==> src/rtl/hazard_unit.sv <==
// hazard_unit: shadow tag pipeline driving operand forwarding selects and load-use stalls
module hazard_unit #(
    parameter int NFWD = 3,
    parameter int LOAD_LAT = 1,
    parameter int CNT_W = 16,
    localparam int FSW = $clog2(NFWD + 1)
) (
    input  logic             clk,
    input  logic             rst,
    input  logic             id_valid,
    input  logic             id_wreg,
    input  logic             id_m2reg,
    input  logic [4:0]       id_rn,
    input  logic [4:0]       id_rs,
    input  logic [4:0]       id_rt,
    input  logic             id_use_rs,
    input  logic             id_use_rt,
    input  logic             id_redirect,
    input  logic             ext_stall,
    output logic [FSW-1:0]   fwda,
    output logic [FSW-1:0]   fwdb,
    output logic             stall,
    output logic             nostall,
    output logic             id_commit,
    output logic             redirect_ok,
    output logic [CNT_W-1:0] stall_cnt
);
    logic [NFWD:1]  v;
    logic [4:0]     rn [1:NFWD];
    logic [FSW-1:0] rdy [1:NFWD];
    logic [FSW:0]   ra, rb;

    // Youngest match decides; an unready youngest match is a hazard with no fall-back.
    function automatic logic [FSW:0] resolve(input logic [4:0] src);
        logic [FSW:0] r;
        r = '0;
        for (int k = NFWD; k >= 1; k--)
            if (v[k] && rn[k] == src && src != 5'd0)
                r = (rdy[k] <= FSW'(k)) ? {1'b0, FSW'(k)} : {1'b1, {FSW{1'b0}}};
        return r;
    endfunction

    always_comb begin
        ra = resolve(id_rs);
        rb = resolve(id_rt);
        fwda = ra[FSW-1:0];
        fwdb = rb[FSW-1:0];
        stall = id_valid & ((id_use_rs & ra[FSW]) | (id_use_rt & rb[FSW]));
        nostall = ~stall;
        id_commit = id_valid & ~stall & ~ext_stall;
        redirect_ok = id_redirect & ~stall & ~ext_stall;
    end

    always_ff @(posedge clk) begin
        if (rst) begin
            v <= '0;
            stall_cnt <= '0;
        end else if (!ext_stall) begin
            v[1] <= id_commit & id_wreg & (id_rn != 5'd0);
            rn[1] <= id_rn;
            rdy[1] <= id_m2reg ? FSW'(1 + LOAD_LAT) : FSW'(1);
            for (int k = 2; k <= NFWD; k++) begin
                v[k] <= v[k-1];
                rn[k] <= rn[k-1];
                rdy[k] <= rdy[k-1];
            end
            if (stall && !(&stall_cnt))
                stall_cnt <= stall_cnt + 1'b1;
        end
    end
endmodule

==> config.mk <==
export PLATFORM = sky130hd
export DESIGN_NAME = hazard_unit
export DESIGN_NICKNAME = d
export VERILOG_FILES = /design/src/rtl/hazard_unit.sv
export SDC_FILE = /design/constraint.sdc
export NUM_CORES = 1
export LEC_CHECK = 0
export ABC_AREA = 1
export CORE_ASPECT_RATIO = 0.5
export CORE_MARGIN = 2
export CORE_UTILIZATION = 55
export DETAILED_ROUTE_END_ITERATION = 8
export PLACE_DENSITY = 0.85
export SYNTH_ARGS = -nofsm -noshare
export SYNTH_HDL_FRONTEND = slang
export SYNTH_SLANG_ARGS = --single-unit
==> constraint.sdc <==
create_clock -name clk -period 5.86 [get_ports clk]
set_input_delay 1.758 -clock clk [delete_from_list [all_inputs] [get_ports clk]]
set_output_delay 1.758 -clock clk [all_outputs]
set_load 0.02 [all_outputs]
### After elaboration in Yosys (flattened, before gate mapping)

Memory sizes are Yosys's and may differ from the RTL's.
Cells that the tools add are included.

* bits of input ports: 24
* register bits: 19
* memories: 2
* memory bits (writable): 21
* logic and storage cells: 58
* output and inout port bits: 24

Memory list
* rn: depth 3, bits a word 5, rd ports 3, clocked after memory_dff 0, write ports 3, line 29 `logic [4:0] rn [1:NFWD];`
* rdy: depth 3, bits a word 2, rd ports 3, clocked after memory_dff 0, write ports 3, line 30 `logic [FSW-1:0] rdy [1:NFWD];`

* mux-type cells: 13
* magnitude comparators: 3
* equality and inequality tests: 6
* bitwise logic cells: 12
* reductions and logical operators: 19
* add/subtract/negate cells: 1

Operator list (count)
* equality test 5 bit: 6
* two-way mux 3 bit: 9
* adder 16 x 1 -> 16 bit (second input constant): 1
* AND reduction 16 bit: 1
* nonzero test 5 bit: 3
* logical AND 1 bit: 13
* AND 1 bit: 9
* less-or-equal comparator 2 bit (second input constant): 2
* two-way mux 1 bit: 3
* less-or-equal comparator 2 x 1 -> 1 bit (second input constant): 1
* two-way mux 2 bit: 1
* inverter 1 bit: 2
* AND reduction 2 bit: 1
* logical NOT 1 bit: 1
* OR 1 bit: 1

### Logic depth before layout (Yosys ltp)

* depth after elaboration: 14
* mapped depth: 17
* gate-level depth less buffers: 17

### Worst setup path before layout

No wires, ideal clock.

* path kind: input-to-output
* start: input id_rt[2]
* end: output redirect_ok
* buffers on the path: 0
* setup slack: 1033 ps
* arrival: 3069 ps
* stages: 13
* required time: 4102 ps
* cells stage by stage: inv_1 nand2_1 nand2_1 nand2_1 nor2_1 nand3_1 nand2_1 inv_2 nand2_4 nand2_8 nand2_1 inv_1 nor2_1

* word-level cells in the longest chain between the ends: 12
* elaborated cells on any way between the ends: 19
* classes of those cells: eq/ne (3); mux (3); bitwise (6); reduce/logical (7)

Ends and longest elaborated chain
* start: declaration: line 15 `input logic [4:0] id_rt,`
* equality test 5 bit: line 38 `if (v[k] && rn[k] == src && src != 5'd0)`
* logical AND 1 bit (2 in a row): line 38
* two-way mux 3 bit (2 in a row): line 38
* two-way mux 3 bit (*): line 38
* AND 1 bit (*): line 48 `stall = id_valid & ((id_use_rs & ra[FSW]) | (id_use_rt & rb[FSW]));`
* OR 1 bit (*): line 48
* AND 1 bit (*): line 48
* inverter 1 bit (*)
* via nostall: line 23 `output logic nostall,`
* AND 1 bit (*) (2 in a row): line 51 `redirect_ok = id_redirect & ~stall & ~ext_stall;`
* end: declaration: line 25 `output logic redirect_ok,`

The timed path passes the listed nets; every way through them passes the cells marked *.

### Final worst setup path

* start: input id_rt[1]
* end: output fwdb[0]

* word-level cells in the longest chain between the ends: 6
* elaborated cells on any way between the ends: 13
* classes of those cells: eq/ne (3); mux (3); reduce/logical (7)

Ends and longest elaborated chain
* equality test 5 bit: line 38
* logical AND 1 bit (2 in a row): line 38
* two-way mux 3 bit (2 in a row): line 38
* two-way mux 3 bit (*): line 38
* end: declaration: line 21 `output logic [FSW-1:0] fwdb,`

Mark *: on every way between the ends. The rest lies on a longest branch, timed or not.

==> impl_metrics.py <==
metrics = {
    "run_status": {
        "run_status": "finished clean",
    },
    "clock_network": {
        "postCtsHoldBufs": 0,
        "clockBufferDepth": 2,
        "cts_made_buffers": 5,
        "htree_num_levels": 2,
        "clkLatencyLatePin_ps": 300,
        "clkSlewWorstSetupHoldPaths_ps": 70,
        "post_cts_resized": 0,
        "clock-sinks": 38,
        "root_buffer": "clkbuf_8",
        "cts_tree": "done",
        "cts_setup_buffers": 0,
    },
    "worst_setup_path": {
        "crit_path_cell_trace": "clkdlybuf4s50_1 -> inv_2 -> o22ai_1 -> nor2_1 -> o2111ai_1 -> nor4_2 -> nand3_1 -> nand2_1 -> clkdlybuf4s50_1",
        "cp_top_family": "buffers and inverters",
        "worst_path_most_repeated_cell": "clkdlybuf4s50_1",
        "arrival_ps": 3890,
        "cp.buffers_inverters": 3,
        "critical_path.slowest_cell": "clkdlybuf4s50_1",
        "cp_max_fo": 4,
        "crit_required_ps": 4100,
        "reg2reg_depth": 13,
        "cp_slowest_stage_delay_ps": 600,
        "start_kind": "primary input",
        "crit_type": "primary input to output pin",
        "cp.depth": 9,
        "cp-end-kind": "output pin",
    },
    "timing": {
        "finalSetupTns_ps": 0,
        "rsz0062_at_grt": "false",
        "fin_crit_sh_pct": 96.30,
        "max_slew_margin_pct": 70.37,
        "hold_viol": 0,
        "holdWs_ps": 451.0,
        "timing.final.max_slew_violations": 0,
        "max_freq_ghz": 0.1772,
        "fin_crit_ps": 5643,
        "setup_viol_count_final": 0,
        "tightest_slew_ps": 444.0,
        "layout_setup_ws_ps": 216.6,
        "finalClockSkew_ps": 8.100,
    },
    "power": {
        "p_clk_share_pct": 33.1,
        "power.density_nw_per_um2": 184.4,
        "leakage_nw": 1.289,
        "power_frac_comb_pct": 12.4,
        "p_int_w": 0.0003996,
        "power.share.sequential_pct": 54.5,
        "peakVddDrop_uv": 120.8,
        "p_switching_w": 0.0001372,
        "swShare_pct": 25.56,
    },
    "cells_and_area": {
        "antenna_cells": 0,
        "fill_cells": 312,
        "drive_gt1_share_pct": 13.42,
        "fin_area_um2": 2910,
        "nets": 389,
        "area_growth_pct": 28.22,
    },
    "run": {
        "cap_violations": 0,
    },
    "routing": {
        "viasPerCell": 5.060,
        "wl_per_cell_um": 12.34,
        "drc": 0,
        "dr.pass1.iters": 4,
        "first_iter_violations": 87,
        "ant_nets": 0,
        "wirelength_mm": 5.172,
        "vias": 2120,
    },
    "global_route": {
        "grt_pass1_vias": 2146,
        "grt_pass1_wl_mm": 9.080,
        "grt_usage_pct": 24.75,
        "grt_max_degree": 20,
        "grt_overflow": 0,
        "antenna_found_initial": 0,
    },
    "synth": {
        "syn-num-nets": 335,
        "ys_seq_area_share_pct": 41.90,
        "syn_avg_cell_area_um2": 7.322,
        "yosys_warnings": 0,
        "synth-seq-cells": 38,
        "netlist_instances": 310,
        "synth_cell_types": 34,
        "synth_area_um2": 2270,
    },
    "floorplanning": {
        "num_rows": 16,
        "die-area_um2": 4688,
        "die_height_um": 49.43,
        "io_pins": 48,
        "start_util_pct": 57.84,
        "fp.dieW_um": 94.85,
        "placeableCoreArea_um2": 3924,
    },
    "placed_design": {
        "io_buffers": 47,
        "dp_hpwl_mm": 3.932,
        "dp_slack_ps": 142.5,
        "place_area_um2": 2810,
        "gp_congestion": 0.9540,
    },
    "min_path": {
        "min_delay_path_depth": 0,
        "hold_path_class": "register to register",
    },
}
## cells in the mapped netlist
cell type	instances	area share, %
o211ai_1	1	0.33
xnor2_1	7	2.7
o21ai_0	8	1.8
nand2_2	8	2.2
a21oi_1	10	2.2
dfxtp_1	19	17
inv_2	12	2.0
o22ai_1	1	0.28
o211ai_2	1	0.55
nor2_4	2	0.99
nand4_1	5	1.4
nand3_1	10	2.2
inv_8	1	0.50
o21bai_1	2	0.66
nand2_8	2	1.8
edfxtp_1	19	25
nand3_2	2	0.88
o2111ai_1	2	0.77
inv_1	45	7.4
nor4_1	1	0.28
a31o_2	1	0.39
nand2_1	84	14
nor2_1	43	7.1
nor3_1	2	0.44
o21ai_1	3	0.66
nor3_2	2	0.88
xor2_1	4	1.5
nand2_4	2	0.99
a2111oi_0	1	0.39
clkinv_1	1	0.17
nor2_2	6	1.7
ha_1	1	0.55
nand3b_1	1	0.33
buf_2	1	0.22
## layer usage
| metal | part of all wire (%) | vias up | global-route usage (%) |
|---|---|---|---|
| met3 | 3.5 | 9 | 6.337 |
| met5 | 0 | - | 0 |
| met2 | 50 | 39 | 44.09 |
| met1 | 45 | 993 | 29.74 |
| li1 | - | 1079 | - |
| met4 | 1.4 | 0 | 6.763 |
## logic make-up (layout without fill, tap and decap cells)
family	after synthesis	in the layout	synth area share, %
and+or+nand+nor	170	170	35.01
buffers and inverters	60	115	10.31
xor gates and xnor gates	11	11	4.245
DFF	38	38	41.90
AOI/OAI and AO/OA	30	30	7.994
adders and majority gates	1	1	0.5512
## registers in the layout (all words and copies together) (netlist names)
register   count
stall_cnt     16
rn            15
rdy            4
v              3
## placed cells by master, fill, tap and decap left out, types with 2 or more instances in the layout
cell type,n
nand4_1,5
nor2_2,6
nor2_1,43
nand2_8,2
edfxtp_1,19
nand2_1,84
clkinv_2,2
nor3_1,2
inv_2,12
xor2_1,4
o21ai_1,3
nand3_1,10
a21oi_1,10
dfxtp_1,19
o2111ai_1,2
nand3_2,2
clkdlybuf4s50_1,45
xnor2_1,7
o21ai_0,8
nand2_4,2
nor3_2,2
dlymetal6s2s_1,2
nand2_2,8
inv_1,45
o21bai_1,2
clkbuf_8,5
nor2_4,2
## cell type report
cell class / instances / area [µm²] / area share [%]
sequential: 38 / 950.9 / 32.67
timing repair buffer: 48 / 483.0 / 16.60
clock buffer: 6 / 72.57 / 2.494
clock inverter: 2 / 10.01 / 0.3439
multi-input combinational: 212 / 1097 / 37.70
tap: 54 / 67.56 / 2.322
inverter: 59 / 229.0 / 7.868
## stage by stage
step / util (%) / std cells / power [W]
after CTS: 73.72 / 419 / 0.0005378
after detailed placement: 71.62 / 411 / 0.0003643
after global routing: 74.17 / 419 / 0.0005584
final: 74.17 / 419 / 0.0005368
after floorplan: - / 310 / 0.0003323
after global placement: 71.62 / 411 / 0.0003631
## path summary, 6_finish.rpt
| path | from | endpoint | slack (ps) |
|---|---|---|---|
| max | id_rt[1] | fwdb[0] | 220 |
| min | rdy[0][2] | rdy[0][4] | 450 |
| min reg2reg | rdy[0][2] | rdy[0][4] | 450 |
| max reg2reg | stall_cnt[1] | stall_cnt[13] | 4020 |
## power groups by stage
stage / sequential [W] / clock [W] / combinational, W
6_report: 0.000293 / 0.000178 / 0.0000666
5_1_grt: 0.000293 / 0.000191 / 0.0000736
2_1_floorplan: 0.000297 / 0 / 0.0000354
4_1_cts: 0.000292 / 0.000179 / 0.0000662
3_3_place_gp: 0.000298 / 0 / 0.0000647
3_5_place_dp: 0.000299 / 0 / 0.0000658
Power figures use the tool's default switching activity.
